===== src/rtl/word_byte_splitter.sv =====
// word_byte_splitter: unpacks {hi, lo} words of 2*W bits into a stream of
// W-bit beats, high byte first, then low byte. It holds one word at a time
// and flags words whose two halves are identical.
// Optional feature macro: SPLITTER_REP_COLLAPSE_EN. When it is defined, a
// replicated word is emitted as a single low-byte beat.
module word_byte_splitter #(
  parameter int W     = 8,
  parameter int CNT_W = 16
) (
  input  logic             clk,
  input  logic             rst,
  input  logic             in_valid,
  output logic             in_ready,
  input  logic [2*W-1:0]   in_word,
  output logic             out_valid,
  input  logic             out_ready,
  output logic [W-1:0]     out_byte,
  output logic             out_last,
  output logic             out_rep,
  output logic [CNT_W-1:0] word_cnt
);

  typedef enum logic [1:0] {
    IDLE = 2'd0,
    HI   = 2'd1,
    LO   = 2'd2
  } state_t;

  state_t         state;
  state_t         state_next;
  state_t         load_state;
  logic [2*W-1:0] hold;
  logic           load;
  logic           emit_last;

`ifdef SPLITTER_REP_COLLAPSE_EN
  logic in_rep;
  assign in_rep     = (in_word[2*W-1:W] == in_word[W-1:0]);
  assign load_state = in_rep ? LO : HI;
`else
  assign load_state = HI;
`endif

  // State register; reset discards any partially emitted word.
  always_ff @(posedge clk or posedge rst) begin
    if (rst) begin
      state <= IDLE;
    end else begin
      state <= state_next;
    end
  end

  // Next-state logic, word load strobe and the input-side ready.
  always_comb begin
    state_next = state;
    load       = 1'b0;
    emit_last  = 1'b0;
    in_ready   = 1'b0;
    case (state)
      IDLE: begin
        in_ready = 1'b1;
        if (in_valid) begin
          load       = 1'b1;
          state_next = load_state;
        end
      end
      HI: begin
        if (out_ready) begin
          state_next = LO;
        end
      end
      LO: begin
        in_ready = out_ready;
        if (out_ready) begin
          emit_last = 1'b1;
          if (in_valid) begin
            load       = 1'b1;
            state_next = load_state;
          end else begin
            state_next = IDLE;
          end
        end
      end
      default: begin
        state_next = IDLE;
      end
    endcase
  end

  // Word holding register, written only when a word is accepted.
  always_ff @(posedge clk or posedge rst) begin
    if (rst) begin
      hold <= '0;
    end else if (load) begin
      hold <= in_word;
    end
  end

  // Count of words whose final beat has been accepted; wraps silently.
  always_ff @(posedge clk or posedge rst) begin
    if (rst) begin
      word_cnt <= '0;
    end else if (emit_last) begin
      word_cnt <= word_cnt + 1'b1;
    end
  end

  // Output decode from state and hold only, so outputs stay stable under stall.
  always_comb begin
    out_valid = (state != IDLE);
    out_last  = (state == LO);
    out_byte  = '0;
    out_rep   = 1'b0;
    if (state == HI) begin
      out_byte = hold[2*W-1:W];
    end else if (state == LO) begin
      out_byte = hold[W-1:0];
    end
    if (state != IDLE) begin
      out_rep = (hold[2*W-1:W] == hold[W-1:0]);
    end
  end

endmodule


===== config.mk =====
export PLATFORM = sky130hd
export DESIGN_NAME = word_byte_splitter
export DESIGN_NICKNAME = d
export VERILOG_FILES = /design/src/rtl/word_byte_splitter.sv
export SDC_FILE = /design/constraint.sdc
export NUM_CORES = 1
export LEC_CHECK = 0
export BUFFER_PORTS_ARGS = -buffer_cell sky130_fd_sc_hd__buf_2
export CAP_MARGIN = 10
export CORE_ASPECT_RATIO = 2
export CORE_MARGIN = 3
export CORE_UTILIZATION = 51
export CTS_BUF_LIST = sky130_fd_sc_hd__clkbuf_8 sky130_fd_sc_hd__clkbuf_16
export DETAILED_ROUTE_END_ITERATION = 16
export GPL_ROUTABILITY_DRIVEN = 0
export PLACE_DENSITY = 0.82
export REMOVE_ABC_BUFFERS = 1
export SETUP_SLACK_MARGIN = 0.02
export SLEW_MARGIN = 25
export SYNTH_ARGS = -nofsm -noshare
export SYNTH_HDL_FRONTEND = slang
export SYNTH_SLANG_ARGS = --single-unit

===== constraint.sdc =====
create_clock -name clk -period 1.9 [get_ports clk]
set_input_delay 0 -clock clk [delete_from_list [all_inputs] [get_ports clk]]
set_output_delay 0 -clock clk [all_outputs]
set_load 0.01 [all_outputs]

==> flow_metrics.tcl, run 1 <==
set metrics [dict create \
    status "finished clean" \
    path_clk_slew_ps 70 \
    fin_area_sq_mm 0.00224 \
    diodes 0 \
    fmax_mhz 634 \
    yosysMostFrequentCell "dfrtp_1" \
    dr.pass1.iters 4 \
    netlist_instances 131 \
    ys.flop_type "dfrtp_1" \
    grt_pass1_vias 1319 \
    fin_nets 220 \
    worst_path_max_delay_cell "dfrtp_1" \
    hold_violations 0 \
    io_pins 48 \
    synth.distinct_cells 32 \
    crit_fanout 16 \
    grt.overflow.total 0 \
    reg2reg_to "hold[4]" \
    synth_top_area_share 0.506 \
    die_w_um 46.6 \
    core_area_sq_mm 0.00305 \
    switchingPower_mw 0.995 \
    cts.htree.levels 2 \
    finalCritPeriodShare 0.830 \
    cts_made_buffers 5 \
    root_buffer "clkbuf_8" \
    area_delta_synth_final_pct 33.1 \
    tightest_slew_ps 419 \
    tns_ps 0 \
    grt_setup_unrepaired "no" \
    post_cts_buffers 0 \
    synth.area.top_cells "dfrtp_1 51%, mux2_4 8.9%, xnor2_1 7.3%" \
    r2r_start "state[1]" \
    vias 1229 \
    slew_viol_final 0 \
    p_comb_frac 0.355 \
    setup_viol 0 \
    grt_use_met3 0.0414 \
    ys_seq_area_frac 0.506 \
    critPathLaunchType "flop" \
    synth_seq_cells 34 \
    synth_common_cells "34 x dfrtp_1, 14 x xnor2_1, 10 x mux2_4, 10 x nand3_1, 9 x xor2_1" \
    clk_latency_ps 280 \
    synth_edf_count 0 \
    worst-r2r-setup-slack_ps 320 \
    finClkSkew_ps 5.45 \
    track_usage 0.198 \
    pwr-share-clk 0.253 \
    wire_per_inst_um 15.1 \
    seq_power_share 0.392 \
    p_per_area_mw_per_mm2 1400 \
    critPathKind "flop to flop" \
    min_path_cells 3 \
    port_buffers 47 \
    crit_family "simple AND/OR/NAND/NOR gates" \
    internal_power_mw 2.13 \
    ant_nets 0 \
    worstRegToRegCells 4 \
    ir_drop_uv 1060 \
    grt-busiest-layer "met2" \
    die_y_um 87.2 \
    hp-class "input port to flop" \
    holdPathEnd "state[0]" \
    dieArea_sq_mm 0.00406 \
    cap_viol_max_count 0 \
    grt_max_degree 35 \
    cellLeakagePower_nw 1.13 \
    antenna_found_initial 0 \
    min_from "in_valid" \
    yosysTopAreaCell "dfrtp_1" \
    arrival_ps 1740 \
    setup_slack_ps 323 \
    grtUsageMet2 0.337 \
    avgSynthCellArea_sq_um 12.8 \
    path_cells "nor2b_2 -> nor2_2 -> and2_4 -> mux2_2" \
    row_count 28 \
    postRouteWirelength_um 3470 \
    cts_tree "built" \
    netSwitchingFraction 0.318 \
    drive_gt1_frac 0.425 \
    ys_warn_count 0 \
    dpl_cell_area_sq_mm 0.00193 \
    cts.path.max_buffers 2 \
    crit_buf_inv 0 \
    period_minus_slack_ps 1580 \
    ys_async_sr_fraction 1.00 \
    maxSlewHeadroom 0.718 \
    drc 0 \
    end_kind "flop" \
    syn_area_sq_mm 0.00168 \
    cts.sinks 34 \
    cp_slowest_stage_delay_ps 460 \
    dpl.hpwl_um 2440 \
    grt_pass1_wl_um 5960 \
    drt_iter0_drc 9 \
    start_util 0.552 \
    dp_slack_ps 336 \
    use_met1 0.237 \
    p_total_mw 3.13 \
    crit_required_ps 2070 \
    vias_per_cell 5.34 \
]
per-layer routing:
metal	vias up	wire length [um]
li1	592	-
met1	588	1320
met2	42	1880
met3	7	209
met4	0	59
met5	-	0
sequential cells by signal, summed over array words and instances, names as in the netlist:
signal    flops
state         2
word_cnt     16
hold         16
worst max-delay path by stage:
stage | startpoint | end | slack (ps) | cells after the start
2_1_floorplan | state[0] | word_cnt[1] | 340 | 3
3_3_place_gp | state[0] | word_cnt[10] | 390 | 4
3_5_place_dp | state[1] | hold[2] | 340 | 4
4_1_cts | state[1] | hold[3] | 320 | 4
5_1_grt | state[0] | word_cnt[11] | 190 | 4
6_report | state[1] | hold[4] | 320 | 4
per-stage QoR:
step                      hold WS (ps)  instances  utilization
after floorplan                   93.5        126            -
after global placement             106        205        0.633
after detailed placement           107        205        0.633
after CTS                         11.9        230        0.734
after global routing              45.5        230        0.734
final                             21.7        230        0.734
worst register-to-register path, delay by kind of cell, from the launching register on:
family	cells	cell delay, ps
DFF	1	460
muxes	1	370
and+or+nand+nor	3	640
kinds of logic (layout without fill, tap and decap cells):
family	Yosys count	in the layout	synth area share
multiplexers	18	18	0.143
flip-flops	34	34	0.506
adder cells (fa/ha/maj)	1	1	0.00744
AND/OR/NAND/NOR	39	39	0.150
AO/OA/AOI/OAI	9	9	0.0461
buffers and inverters	7	76	0.0275
XOR/XNOR	23	23	0.120
power groups by stage:
stage	combinational, mW	clock [mW]	sequential (mW)
after floorplan	0.769	0	1.20
after global placement	1.06	0	1.21
after detailed placement	1.09	0	1.23
after CTS	1.12	0.808	1.22
after global routing	1.21	0.839	1.27
final	1.11	0.793	1.23
repair_timing:
| action | CTS | global route |
|---|---|---|
| hold buffers | 17 | 0 |
| resized for setup | 0 | 0 |
| endpoints found under the hold margin | 50 | 0 |
placed cells by master (no fill, tap or decap), drive strengths merged, types with 5 or more instances in the layout:
cell type,instances
xor2,9
mux2,18
dlygate4sd3,17
clkbuf,5
dfrtp,34
nor2,7
buf,49
nand2,5
nand3,10
a22o,8
xnor2,14
final cells by class:
type                            instances  area [sq um]
Sequential cell                        34           851
Fill cell                             204           810
Multi-Input combinational cell         90           785
Timing Repair Buffer                   66           420
Clock buffer                            5          68.8
Clock inverter                          3          68.8
Tap cell                               30          37.5
Inverter                                2          7.51
(Power assumes the default switching activity.)
==> inputs of run 2 (changes only) <==
--- a/config.mk
+++ b/config.mk
@@ -9,11 +9,11 @@
 export CAP_MARGIN = 10
 export CORE_ASPECT_RATIO = 2
 export CORE_MARGIN = 3
-export CORE_UTILIZATION = 51
+export CORE_UTILIZATION = 46
 export CTS_BUF_LIST = sky130_fd_sc_hd__clkbuf_8 sky130_fd_sc_hd__clkbuf_16
 export DETAILED_ROUTE_END_ITERATION = 16
 export GPL_ROUTABILITY_DRIVEN = 0
-export PLACE_DENSITY = 0.82
+export PLACE_DENSITY = 0.78
 export REMOVE_ABC_BUFFERS = 1
 export SETUP_SLACK_MARGIN = 0.02
 export SLEW_MARGIN = 25
==> constraint.sdc (replaced) <==
create_clock -name clk -period 1.4 [get_ports clk]
set_input_delay 0 -clock clk [delete_from_list [all_inputs] [get_ports clk]]
set_output_delay 0 -clock clk [all_outputs]
set_load 0.01 [all_outputs]
==> run 2 against run 1 <==
  * The run now ends with setup timing left
  * Die area is 9.8% higher
  * Via count grew 15%
  * Largest cell class is now multi-input combinational cells
  * Register-to-register slack lost 470 ps
  * Largest power group is now combinational cells
  * Sequential share of layout area shrank 5.3 points
==> flow_metrics.tcl, run 2 (synthesized netlist as in run 1, its figures left out) <==
set metrics [dict create \
    status "complete, but fails checks" \
    violations "setup timing" \
    p_total_mw 4.66 \
    clk_latency_ps 290 \
    die_y_um 91.5 \
    period_minus_slack_ps 1640 \
    hp-class "input port to flop" \
    io_pins 48 \
    p_per_area_mw_per_mm2 1790 \
    tns_ps -2130 \
    area_delta_synth_final_pct 54.8 \
    start_util 0.487 \
    row_count 30 \
    path_clk_slew_ps 70 \
    setup_viol 29 \
    cellLeakagePower_nw 1.33 \
    finClkSkew_ps 6.33 \
    fin_area_sq_mm 0.00260 \
    cts.path.max_buffers 2 \
    pwr-share-clk 0.161 \
    drt_iter0_drc 23 \
    critPathLaunchType "flop" \
    cts_made_buffers 5 \
    final_cells 274 \
    ir_drop_uv 1360 \
    largest_registers "hold (16), word_cnt (16), state (2)" \
    dp_cells 239 \
    hold_violations 0 \
    fmax_mhz 610 \
    diodes 0 \
    dieArea_sq_mm 0.00446 \
    dr.pass1.iters 4 \
    worst-r2r-setup-slack_ps -150 \
    dpl_cell_area_sq_mm 0.00207 \
    track_usage 0.213 \
    critPathKind "flop to primary output" \
    internal_power_mw 3.02 \
    finalCritPeriodShare 1.17 \
    layout_common_cells "45 x buf_2, 34 x dfrtp_1, 20 x buf_4, 17 x mux2_4, 17 x dlygate4sd3_1" \
    cts.htree.levels 2 \
    switchingPower_mw 1.64 \
    final_common_cell "buf_2" \
    antenna_found_initial 0 \
    fill_cells 228 \
    vias_per_cell 5.15 \
    setup_slack_ps -240 \
    die_w_um 48.8 \
    maxSlewHeadroom 0.711 \
    crit_required_ps 1400 \
    crit_fanout 3 \
    ant_nets 0 \
    end_kind "primary output" \
    port_buffers 47 \
    drc 0 \
    seq_power_share 0.355 \
    grt.overflow.total 0 \
    vias 1410 \
    dpl.hpwl_um 2680 \
    cts.sinks 34 \
    arrival_ps 1640 \
    core_area_sq_mm 0.00345 \
    grt_setup_unrepaired "yes" \
    slew_viol_final 0 \
    grt_max_degree 35 \
    fin_nets 246 \
    cap_viol_max_count 0 \
    grt_pass1_vias 1562 \
    drive_gt1_frac 0.553 \
    root_buffer "clkbuf_8" \
    wire_per_inst_um 16.5 \
    p_comb_frac 0.484 \
    tightest_slew_ps 434 \
    postRouteWirelength_um 4520 \
    cts_tree "built" \
    netSwitchingFraction 0.352 \
    grt_pass1_wl_um 7280 \
]
## run 2: per-stage QoR
step           hold WS [ps]  utilization  worst slack, ps
2_1_floorplan          93.5            -             -163
3_3_place_gp            101        0.600            -63.6
3_5_place_dp            116        0.600             -125
4_1_cts                31.3        0.717             -201
5_1_grt                19.0        0.754             -321
6_report               25.0        0.754             -240
## run 2: worst paths after layout
path	start	endpoint	cells after the start
min in group asynchronous	rst	word_cnt[6]	4
max reg2reg	state[0]	word_cnt[10]	5
min	in_valid	state[0]	3
min reg2reg	word_cnt[11]	word_cnt[11]	1
max	hold[8]	out_rep	5
max in group asynchronous	rst	hold[11]	4
## run 2: power groups by stage
stage / logic (mW) / registers (mW) / clock network [mW]
floorplan: 1.04 / 1.62 / 0
global placement: 1.64 / 1.59 / 0
detailed placement: 1.68 / 1.63 / 0
CTS: 2.10 / 1.63 / 0.757
global route: 2.40 / 1.70 / 0.815
finish: 2.25 / 1.65 / 0.751
## run 2: per-layer routing
metal / track usage / routed length (um) / up-vias
li1: - / - / 646
met1: 0.205 / 1580 / 684
met2: 0.393 / 2520 / 65
met3: 0.0575 / 237 / 15
met4: 0.116 / 191 / 0
met5: 0 / 0 / -
## run 2: what timing repair did
| item | CTS | global route |
|---|---|---|
| setup buffers | 5 | 5 |
| gates cloned | 2 | 0 |
| hold buffers | 17 | 0 |
| pin swaps | 11 | 5 |
| setup endpoints to repair | 32 | 36 |
| endpoints found under the hold margin | 50 | 0 |
| resized for setup | 25 | 22 |
## run 2: area by class of cell
class | count | area (sq um) | share of cell area
Clock buffer | 6 | 82.6 | 0.0317
Inverter | 2 | 7.51 | 0.00288
Clock inverter | 2 | 8.76 | 0.00337
Multi-Input combinational cell | 91 | 946 | 0.363
Tap cell | 48 | 60.1 | 0.0231
Sequential cell | 34 | 851 | 0.327
Timing Repair Buffer | 91 | 647 | 0.249
## run 2: worst max-delay path: stages (launching register included)
cell and delay (ps):
dfrtp_1 440, xnor2_2 240, nand4_1 150, nor4_2 190, and3_1 200, buf_2 130
